`src/rtl/clic_seq_arbiter_pkg.sv`:
```
// -----------------------------------------------------------------------------
// clic_seq_arbiter_pkg
// Shared sizing and types for the sequential CLIC arbiter.
//   NR_PRIO_BITS  : priority width; priority 0 is never offered
//   NR_INDEX_BITS : vector index width, NR_VECTORS = 2**NR_INDEX_BITS
//   LANES         : table entries compared per scan cycle (power of two,
//                   divides NR_VECTORS); NR_GROUPS scan cycles per pass
// Types: Entry (one priority), Index (vector number), Entries (whole table),
//        Pend (per-vector bit vector), LaneEntries (one scan group),
//        ArbState (arbiter FSM states).
// -----------------------------------------------------------------------------
package clic_seq_arbiter_pkg;

   localparam int unsigned NR_PRIO_BITS  = 3;
   localparam int unsigned NR_INDEX_BITS = 2;
   localparam int unsigned NR_VECTORS    = 2 ** NR_INDEX_BITS;
   localparam int unsigned LANES         = 2;
   localparam int unsigned NR_GROUPS     = NR_VECTORS / LANES;

   typedef logic [NR_PRIO_BITS-1:0]  Entry;
   typedef logic [NR_INDEX_BITS-1:0] Index;
   typedef Entry [NR_VECTORS-1:0]    Entries;
   typedef logic [NR_VECTORS-1:0]    Pend;
   typedef Entry [LANES-1:0]         LaneEntries;

   typedef enum logic [1:0] {
      IDLE,
      SCAN,
      OFFER
   } ArbState;

   // Base index of the final scan group; reaching it ends a pass.
   localparam Index LAST_BASE = Index'(NR_VECTORS - LANES);

endpackage

```
`src/rtl/clic_group_max.sv`:
```
// -----------------------------------------------------------------------------
// clic_group_max
// Combinational maximum over one scan group of LANES priorities.
// Ports:
//   cand      in  : LANES candidate priorities (already zeroed when the
//                   vector is not pending and enabled)
//   base      in  : vector index of cand[0]
//   max_prio  out : largest candidate priority (0 if none)
//   max_index out : vector index of that candidate; lowest index on ties
// -----------------------------------------------------------------------------
module clic_group_max
   import clic_seq_arbiter_pkg::*;
(
   input  LaneEntries cand,
   input  Index       base,
   output Entry       max_prio,
   output Index       max_index
);

   always_comb begin
      // NOTE: every output gets a default before the loop, so no path leaves
      // it unassigned and no latch is inferred.
      max_prio  = '0;
      max_index = base;
      // Strict compare: an equal priority at a higher lane never displaces
      // the earlier one, giving the lower index the win.
      for (int i = 0; i < int'(LANES); i++) begin
         if (cand[i] > max_prio) begin
            max_prio  = cand[i];
            max_index = base + Index'(i);
         end
      end
   end

endmodule

```
`src/rtl/clic_seq_arbiter.sv`:
```
// -----------------------------------------------------------------------------
// clic_seq_arbiter
// Priority table + pending/enable bits; finds the highest-priority pending and
// enabled vector with a LANES-wide sequential scan (NR_GROUPS cycles) and
// offers it over a valid/ready claim handshake gated by a threshold.
// Ports:
//   clk, rst_n             : clock, synchronous active-low reset
//   prio_we/waddr/wdata    : priority table write port
//   pend_set               : per-vector pending set pulses
//   enable                 : per-vector enable level
//   threshold              : running priority; offers need prio > threshold
//   irq_valid/index/prio   : offer to the core, stable until claimed
//   irq_ready              : core claims the offer (clears its pending bit)
// Build option: define CLIC_WITHDRAW_EN to withdraw an offer whose vector is
// disabled or whose priority no longer beats the threshold.
// -----------------------------------------------------------------------------
module clic_seq_arbiter
   import clic_seq_arbiter_pkg::*;
(
   input  logic                     clk,
   input  logic                     rst_n,
   input  logic                     prio_we,
   input  logic [NR_INDEX_BITS-1:0] prio_waddr,
   input  logic [NR_PRIO_BITS-1:0]  prio_wdata,
   input  logic [NR_VECTORS-1:0]    pend_set,
   input  logic [NR_VECTORS-1:0]    enable,
   input  logic [NR_PRIO_BITS-1:0]  threshold,
   output logic                     irq_valid,
   output logic [NR_INDEX_BITS-1:0] irq_index,
   output logic [NR_PRIO_BITS-1:0]  irq_prio,
   input  logic                     irq_ready
);

   ArbState    state_q, state_d;
   Entries     prio_tab_q;
   Pend        pending_q;
   Pend        qual;
   Pend        claim_clr;
   Index       base_q, base_d;
   Entry       best_prio_q, best_prio_d;
   Index       best_idx_q, best_idx_d;
   LaneEntries cand;
   Entry       grp_prio;
   Index       grp_idx;
   Entry       scan_prio;
   Index       scan_idx;
   logic       load_offer;

   assign qual = pending_q & enable;

   // Current scan group; unqualified vectors compete as priority 0.
   always_comb begin
      for (int i = 0; i < int'(LANES); i++) begin
         cand[i] = qual[base_q + Index'(i)] ? prio_tab_q[base_q + Index'(i)] : '0;
      end
   end

   clic_group_max u_group_max (
      .cand      (cand),
      .base      (base_q),
      .max_prio  (grp_prio),
      .max_index (grp_idx)
   );

   // Running best including this group; earlier groups win ties.
   assign scan_prio = (grp_prio > best_prio_q) ? grp_prio : best_prio_q;
   assign scan_idx  = (grp_prio > best_prio_q) ? grp_idx  : best_idx_q;

   always_comb begin
      state_d     = state_q;
      base_d      = base_q;
      best_prio_d = best_prio_q;
      best_idx_d  = best_idx_q;
      load_offer  = 1'b0;
      claim_clr   = '0;
      irq_valid   = 1'b0;

      unique case (state_q)
         IDLE: begin
            if (|qual) begin
               best_prio_d = '0;
               best_idx_d  = '0;
               base_d      = '0;
               state_d     = SCAN;
            end
         end
         SCAN: begin
            best_prio_d = scan_prio;
            best_idx_d  = scan_idx;
            base_d      = base_q + Index'(LANES);
            if (base_q == LAST_BASE) begin
               // threshold >= 0 makes this also reject priority 0.
               if (scan_prio > threshold) begin
                  load_offer = 1'b1;
                  state_d    = OFFER;
               end else begin
                  state_d = IDLE;
               end
            end
         end
         OFFER: begin
            irq_valid = 1'b1;
            if (irq_ready) begin
               claim_clr[irq_index] = 1'b1;
               state_d              = IDLE;
            end
`ifdef CLIC_WITHDRAW_EN
            // Withdraw leaves pending untouched so the vector is rescanned
            // once it qualifies again; a simultaneous claim takes precedence.
            else if (!enable[irq_index] || (threshold >= irq_prio)) begin
               state_d = IDLE;
            end
`endif
         end
         default: state_d = IDLE;
      endcase
   end

   always_ff @(posedge clk) begin
      if (!rst_n) begin
         // NOTE: the priority table is reset with the rest of the state; it is
         // small and software expects every vector to start at priority 0.
         state_q     <= IDLE;
         prio_tab_q  <= '0;
         pending_q   <= '0;
         base_q      <= '0;
         best_prio_q <= '0;
         best_idx_q  <= '0;
         irq_index   <= '0;
         irq_prio    <= '0;
      end else begin
         // NOTE: non-blocking assignments so every register samples the
         // pre-edge values regardless of statement order.
         state_q     <= state_d;
         base_q      <= base_d;
         best_prio_q <= best_prio_d;
         best_idx_q  <= best_idx_d;
         if (load_offer) begin
            irq_index <= scan_idx;
            irq_prio  <= scan_prio;
         end
         if (prio_we) begin
            prio_tab_q[prio_waddr] <= prio_wdata;
         end
         // A set pulse on the claimed vector re-arms it in the same edge.
         pending_q <= (pending_q & ~claim_clr) | pend_set;
      end
   end

endmodule

```
`config.mk`:
```
export PLATFORM = sky130hd
export DESIGN_NAME = clic_seq_arbiter
export DESIGN_NICKNAME = d
export VERILOG_FILES = /design/src/rtl/clic_seq_arbiter_pkg.sv /design/src/rtl/clic_group_max.sv /design/src/rtl/clic_seq_arbiter.sv
export SDC_FILE = /design/constraint.sdc
export NUM_CORES = 1
export LEC_CHECK = 0
export CAP_MARGIN = 30
export CORE_UTILIZATION = 40
export CTS_CLUSTER_DIAMETER = 120
export DETAILED_ROUTE_END_ITERATION = 6
export HOLD_SLACK_MARGIN = 0.08
export PLACE_DENSITY_LB_ADDON = 0.05
export SLEW_MARGIN = 20
export SYNTH_ARGS = -nofsm -noshare
export SYNTH_HDL_FRONTEND = slang
export SYNTH_SLANG_ARGS = --single-unit
```
`constraint.sdc`:
```
create_clock -name clk -period 16.85 [get_ports clk]
set_input_delay 5.055 -clock clk [delete_from_list [all_inputs] [get_ports clk]]
set_output_delay 5.055 -clock clk [all_outputs]
set_load 0.05 [all_outputs]
```
# After elaboration in Yosys (flattened, before gate mapping)
# Cells that the tools add are included.
[totals]
word_cells = 76
output_inout_bits = 6
input_bits = 20
reg_bits = 30
[classes]
order_cmp = 10
reduce_logical = 7
bitwise = 4
n_eq_ne = 6
mux = 36
add_sub_neg = 2
[op_table]
columns = ["operator", "n"]
rows = [
  ["$mux W3", 9],
  ["$mux W2", 7],
  ["$bmux W3 S2", 2],
  ["$bwmux W12", 1],
  ["$lt A2 B3 Y1 const B", 4],
  ["$gt A3 B3 Y1", 3],
  ["$and A4 B4 Y4", 2],
  ["$mux W4", 2],
  ["$pmux W2 S2", 2],
  ["$mux W1", 7],
  ["$demux W3 S2", 1],
  ["$ne A2 B2 Y1 const B", 3],
  ["$pmux W2 S3", 1],
  ["$pmux W3 S2", 1],
  ["$bmux W1 S2", 2],
  ["$eq A2 B2 Y1 const B", 2],
  ["$ge A2 B1 Y1 const B", 2],
  ["$not A4 Y4", 1],
  ["$or A4 B4 Y4", 1],
  ["$reduce_or A4 Y1", 1],
  ["$gt A3 B1 Y1 const B", 1],
  ["$reduce_and A3 Y1", 1],
  ["$add A2 B1 Y2 const B", 1],
  ["$add A2 B2 Y2 const B", 1],
  ["other kinds (6)", 7],
]

# Logic depth before layout (Yosys ltp)
# Gate-level depths: netlist of the first run.
[logic_depth]
word_depth = 14
ltp_mapped = 25
mapped_depth_nobuf = 22

# Cells and area by module
# From an unflattened synthesis of the first run, not the netlist that was laid out.
[unflattened]
hier_cells = 182
hier_area_um2 = 1582.8
[by_module_without_submodules]
columns = ["module", "seq_area_each_um2", "instances", "area_per_inst_um2", "cells_per_inst"]
rows = [
  ["clic_seq_arbiter", 580.6, 1, 1436.4, 165],
  ["clic_group_max", 0.0, 1, 146.4, 17],
]

# Worst setup path after synthesis of the first run
# Ideal clock, no wire load.
[synth_path]
path_type = "input -> register"
startpoint = "input enable[3]"
endpoint = "register irq_prio[0]"
path_buffers = 2
arrival_time_ps = 9005
path_stages = 22
setup_slack_ps = 7717
cell_sequence = "and3_2 a22o_1 ha_1 a21oi_1 a2111oi_4 a2111oi_2 a211oi_2 ha_1 o21ai_0 nand2_1 o21ai_0 a211oi_2 buf_4 o21ai_1 ha_1 nor2b_1 o21ai_0 a21oi_1 and3_1 clkbuf_1 mux2i_1 nor2_1"
[synth_via]
elab_chain_cells = 14
elab_cells_between_ends = 17
[synth_rtl]
columns = ["element", "line", "source"]
rows = [
  ["from (decl)", "clic_seq_arbiter.sv:26", "input logic [NR_VECTORS-1:0] enable,"],
  ["$and A4 B4 Y4 *", "clic_seq_arbiter.sv:49", "assign qual = pending_q & enable;"],
  ["$bmux W1 S2", "clic_seq_arbiter.sv:54", "cand[i] = qual[base_q + Index'(i)] ? prio_tab_q[base_q + Index'(i)] : '0;"],
  ["$mux W1 (not written as such)", "clic_seq_arbiter.sv:54", ""],
  ["$mux W3", "clic_seq_arbiter.sv:54", ""],
  ["$gt A3 B1 Y1", "clic_group_max.sv:28", "if (cand[i] > max_prio) begin"],
  ["$mux W3", "clic_group_max.sv:28", ""],
  ["$gt A3 B3 Y1", "clic_group_max.sv:28", ""],
  ["$mux W3 *", "clic_group_max.sv:28", ""],
  ["$gt A3 B3 Y1", "clic_seq_arbiter.sv:66", "assign scan_prio = (grp_prio > best_prio_q) ? grp_prio : best_prio_q;"],
  ["$mux W3 *", "clic_seq_arbiter.sv:66", ""],
  ["named net scan_prio[1]", "clic_seq_arbiter.sv:45", "Entry scan_prio;"],
  ["$gt A3 B3 Y1 *", "clic_seq_arbiter.sv:93", "if (scan_prio > threshold) begin"],
  ["$mux W1 *", "clic_seq_arbiter.sv:93", ""],
  ["$mux W1 *", "clic_seq_arbiter.sv:91", "if (base_q == LAST_BASE) begin"],
  ["$mux W1 *", "clic_seq_arbiter.sv:78", "unique case (state_q)"],
  ["to (signal assigned)", "clic_seq_arbiter.sv:140", "irq_prio <= scan_prio;"],
  ["to (decl)", "clic_seq_arbiter.sv:30", "output logic [NR_PRIO_BITS-1:0] irq_prio,"],
]
# The timed path passes the listed nets; every way through them passes the cells marked *. The select of a mux whose other input is x is not followed.
# A chain may end at the register's enable or synchronous reset.

# Final worst setup path of the first run
# Ends and elaborated chain as after synthesis.

==> impl_metrics.ini, run 1 <==
[outcome]
status = finished clean

[critical_path]
cp_top_family = compound AO/OA/AOI/OAI gates
cp_max_fo = 12
reg2reg_from = base_q[1]$_SDFFE_PN0P_
worst_setup_path_start_kind = primary input
ff2ff_setup_slack_ps = 11520
worstPathCellList = clkdlybuf4s50_1 > and3_2 > a22o_1 > ha_1 > a21oi_1 > a2111oi_4 > a2111oi_2 > a211oi_2 > ha_1 > o21ai_0 > nand2_1 > o21ai_0 > a211oi_2 > o21ai_1 > ha_1 > nor2b_1 > o21ai_0 > a21oi_1 > and3_1 > mux2i_1 > nor2_1
cpMaxStageDelayCell = a211oi_2
cp.buffers_inverters = 1
critical_path_class = in2reg
critPathArrivalTime_ps = 10160
worstReg2RegEnd = irq_prio[0]$_SDFFE_PN0P_
r2r_cells = 20
endpoint_kind = flop
cp.required_ps = 17000
max_stage_delay_ps = 680

[timing]
skew_ps = 8.92
post-route-period-util_pct = 59.4
setup_viol = 0
drv_slew = 0
setup-tns-final_ps = 0
relSlewSlack_pct = 47.8
rsz0062_at_grt = no
finalHoldViolCount = 0
finalCriticalPeriod_ps = 10010
timing.fmax_mhz = 99.9
worst_slew_pin_slew_ps = 782

[floorplanning]
pin_count = 26
die_area_sq_um = 4650
fp-row-count = 23
fp.dieH_um = 68.2
initial_utilization_pct = 42.6
core_area_sq_um = 4120
die_w_um = 68.2

[place]
place_congestion = 0.798
dp_hpwl_um = 3280
port_buffers = 25

[synthesis]
synth.most_common_cell = dfxtp_1
syn_area_per_cell_sq_um = 8.76
yosys-top-cells-area = dfxtp_1 33%, mux2i_1 7.4%, ha_1 5.0%
yosysSeqAreaShare_pct = 33.1
yosysWarningCount = 0
yosysTopAreaCellShare_pct = 33.1
synth_top_cell_by_area = dfxtp_1
synth_common_cells = 29 x dfxtp_1, 23 x nor2_1, 17 x nand2_1
synth.ff_latch_count = 29
synth_edf_count = 0
syn_nets = 227
yosys.cell_types.count = 54
async_flop_share_pct = 0
synth-main-ff-cell = dfxtp_1
postSynthCellCount = 200
syn_area_sq_um = 1750

[power]
fin_total_pwr_mw = 0.152
power_density_nw_per_um2 = 72.1
leakagePower_nw = 0.864
vdd_ir_drop_max_v = 0.0000431

[drt]
via_per_inst = 5.77
ant_nets = 0
drt_iter0_markers = 117
num_vias = 1580
totalWireLength_um = 4200
dr.pass1.iters = 4
drc_errors = 0
post_drt_wl_per_cell_um = 15.3

[min_path]
min_path_type = reg2reg
holdPathStages = 2
min_from = prio_tab_q[9]$_SDFFE_PN0P_
min_to = prio_tab_q[9]$_SDFFE_PN0P_

[finish]
n_fill_cell = 393
area_growth_pct = 20.6
diodes = 0
layout.nets = 251
drive_gt1_share_pct = 10.7

[clock_tree]
cts_buffers = 5
cts_hold_buf = 0
cts.clk_slew.worst_paths_ps = 70
cts_setup_buffers = 0
cts-htree-levels = 2
clk_path_buf_depth = 2
cts_tree = yes
clkLatencyLatePin_ps = 280
cts-root-buf = clkbuf_8
post_cts_resized = 0
cts.sinks = 29

[grt]
grt_use_total_pct = 21.1
overflow = 0
grt_max_degree = 21
antenna_found_initial = 0
grt_pass1_wl_um = 7040
grt_pass1_vias = 1508

[job]
max_cap_violations = 0
## placed cells by master (no fill, tap or decap), types with 3 or more instances in the layout
cell type	instances
nor2b_1	5
nor2_1	23
mux2i_1	13
o221ai_1	3
nand3_1	7
nand4_1	6
o21ai_0	5
nand3b_1	3
clkbuf_8	6
nand2b_1	3
a22o_1	4
ha_1	7
nand2_1	17
and3_1	4
a21oi_1	9
clkdlybuf4s50_1	25
dfxtp_1	29
inv_1	12
o21ai_1	3
## final cells by class
type                            count  area [sq um]  area share (%)
Clock buffer                        7          86.3            4.09
Timing Repair Buffer               25           250            11.8
Multi-Input combinational cell    151          1090            51.5
Tap cell                           50          62.6            2.96
Inverter                           12          45.0            2.13
Sequential cell                    29           581            27.5
## registers in the layout, summed over array words and instances (netlist names)
register and cells:
prio_tab_q 12, pending_q 4, best_prio_q 3, irq_prio 3, best_idx_q 2, irq_index 2, state_q 2, base_q 1
## through the flow
stage	cell area (sq um)	setup slack [ps]	util [%]	hold slack, ps	std cells
after floorplan	1750	7720	-	455	200
after global placement	2030	6820	49.2	489	267
after detailed placement	2030	6620	49.2	494	267
after CTS	2110	6880	51.3	512	274
after global routing	2110	6410	51.3	535	274
final	2110	6840	51.3	495	274
## worst max path at each step
stage / depth (start not counted) / startpoint / slack [ps] / end
after detailed placement: 22 / enable[0] / 6620 / irq_prio[0]$_SDFFE_PN0P_
after floorplan: 22 / enable[3] / 7720 / irq_prio[0]$_SDFFE_PN0P_
after global placement: 21 / enable[3] / 6820 / irq_prio[0]$_SDFFE_PN0P_
final: 21 / enable[3] / 6840 / irq_prio[0]$_SDFFE_PN0P_
after global routing: 22 / enable[0] / 6410 / irq_prio[2]$_SDFFE_PN0P_
after CTS: 22 / enable[0] / 6880 / irq_prio[0]$_SDFFE_PN0P_
## power by group
part	internal (mW)	total [mW]	switching [mW]
Combinational	0.00998	0.0206	0.0106
Sequential	0.0709	0.0737	0.00282
Clock	0.0323	0.0578	0.0255
## layer usage
metal	vias up	share of wire, %	global-route usage (%)
met5	-	0	0
met4	0	1.8	9.90
met3	9	4.3	6.17
met2	34	46	31.7
met1	753	48	27.4
li1	784	-	-
## cell families (layout without fill, tap and decap cells)
family | count (synthesis) | count (layout) | synth area share (%)
compound gates | 46 | 46 | 21.9
buf+inv | 20 | 44 | 4.79
mux | 15 | 15 | 8.71
simple gates | 83 | 83 | 26.5
flops | 29 | 29 | 33.1
fa+ha+maj | 7 | 7 | 5.00
## tightest hold or removal path, delay by kind of cell, from the launching register on
kind,cells,cell delay (ps)
flops,1,320
mux,1,70
simple gates,1,70
No activity file was read; power rests on OpenSTA's default activity.
==> inputs of run 2 (changes only) <==
==> constraint.sdc (replaced) <==
create_clock -name clk -period 8.6 [get_ports clk]
set_input_delay 2.58 -clock clk [delete_from_list [all_inputs] [get_ports clk]]
set_output_delay 2.58 -clock clk [all_outputs]
set_load 0.05 [all_outputs]
==> impl_metrics.ini, run 2 (synthesis results as in run 1) <==
[outcome]
status = finished clean

[finish]
layout_common_cells = 29 x dfxtp_1, 25 x clkdlybuf4s50_1, 23 x nor2_1, 17 x nand2_1, 13 x mux2i_1
area_growth_pct = 22.3
layout_commonest_cell = dfxtp_1
top_register = prio_tab_q
drive_gt1_share_pct = 11.1
largestRegisters = prio_tab_q (12), pending_q (4)
layout.nets = 251
stdcell_count = 275
largest_register_ffs = 12
diodes = 0
fin_util_pct = 52.1

[drt]
ant_nets = 0
totalWireLength_um = 4260
dr.pass1.iters = 4
drc_errors = 0
drt_iter0_markers = 129
via_per_inst = 5.71
post_drt_wl_per_cell_um = 15.5
num_vias = 1569

[clock_tree]
cts_buffers = 5
cts_tree = yes
clk_path_buf_depth = 2
cts-root-buf = clkbuf_8
post_cts_resized = 0
cts.clk_slew.worst_paths_ps = 60
clkLatencyLatePin_ps = 280
cts_setup_buffers = 0
cts_hold_buf = 0
cts-htree-levels = 2
cts.sinks = 29

[timing]
rsz0062_at_grt = no
worst_slew_pin_slew_ps = 779
timing.fmax_mhz = 132
post-route-period-util_pct = 88.1
fin_hold_ws_ps = 505
drv_slew = 0
skew_ps = 6.64
finalCriticalPeriod_ps = 7580
setup-tns-final_ps = 0
setup_viol = 0
layout_setup_ws_ps = 1020
finalHoldViolCount = 0
relSlewSlack_pct = 48.0

[grt]
antenna_found_initial = 0
grt_pass1_wl_um = 7090
grt_use_total_pct = 21.0
grt_pass1_vias = 1587
overflow = 0
grt_max_degree = 21

[floorplanning]
die_area_sq_um = 4650
fp-row-count = 23
pin_count = 26
initial_utilization_pct = 42.6
fp.dieH_um = 68.2
die_w_um = 68.2
core_area_sq_um = 4120

[critical_path]
endpoint_kind = flop
cp.required_ps = 8750
critical_path_class = in2reg
critPathLaunch = enable[0]
worst_setup_path_start_kind = primary input
critPathArrivalTime_ps = 7730
cp_max_fo = 12
reg2reg_from = base_q[1]$_SDFFE_PN0P_

[place]
dpl.cell_count = 267
dp_hpwl_um = 3270
port_buffers = 25
place_congestion = 0.794
dp_worst_setup_slack_ps = 835

[min_path]
min_from = prio_tab_q[11]$_SDFFE_PN0P_
min_path_type = reg2reg

[power]
leakagePower_nw = 0.878
power_density_nw_per_um2 = 155
vdd_ir_drop_max_v = 0.000110

[job]
max_cap_violations = 0
-- run 2: worst paths after layout --
check,cells after the start,slack [ps],end
max,22,1020,irq_prio[0]$_SDFFE_PN0P_
min,2,500,prio_tab_q[11]$_SDFFE_PN0P_
max reg2reg,20,3190,irq_prio[0]$_SDFFE_PN0P_
min reg2reg,2,500,prio_tab_q[11]$_SDFFE_PN0P_
-- run 2: report_power, final --
part	switching (mW)	leakage [nW]	internal (mW)
Clock	0.0526	0.0585	0.0943
Sequential	0.00554	0.236	0.139
Combinational	0.0212	0.584	0.0195
Total	0.0793	0.878	0.253
-- run 2: stage by stage --
step                      power (mW)  area [sq um]
after global placement         0.187          2030
after floorplan                0.171          1750
final                          0.332          2140
after detailed placement       0.188          2030
after CTS                      0.333          2140
after global routing           0.346          2140
-- run 2: area by class of cell --
cell class	count	area, sq um
Fill cell	393	1970
Multi-Input combinational cell	151	1090
Tap cell	50	62.6
Timing Repair Buffer	25	250
Clock inverter	1	30.0
Inverter	12	45.0
Clock buffer	7	86.3
Sequential cell	29	581
-- run 2: layer usage --
metal | track usage [%] | vias up | part of all wire (%)
li1 | - | 784 | -
met4 | 9.38 | 0 | 2.1
met5 | 0 | - | 0
met1 | 27.0 | 734 | 47
met3 | 5.50 | 10 | 4.4
met2 | 32.8 | 41 | 46
-- run 2: critical path: stages --
cell             delay, ps
clkdlybuf4s50_1        550
and3b_1                210
a22o_1                 150
inv_1                   50
ha_1                   320
a21oi_1                410
a21oi_1                110
a2111oi_2              330
a211oi_2               120
ha_1                   360
o21ai_0                 90
nand2_1                 90
o21ai_0                110
a211oi_2               680
o21ai_1                130
ha_1                   320
nor2b_1                120
o21ai_0                 80
a21oi_1                250
and3_1                 380
mux2i_1                220
nor2_1                  50
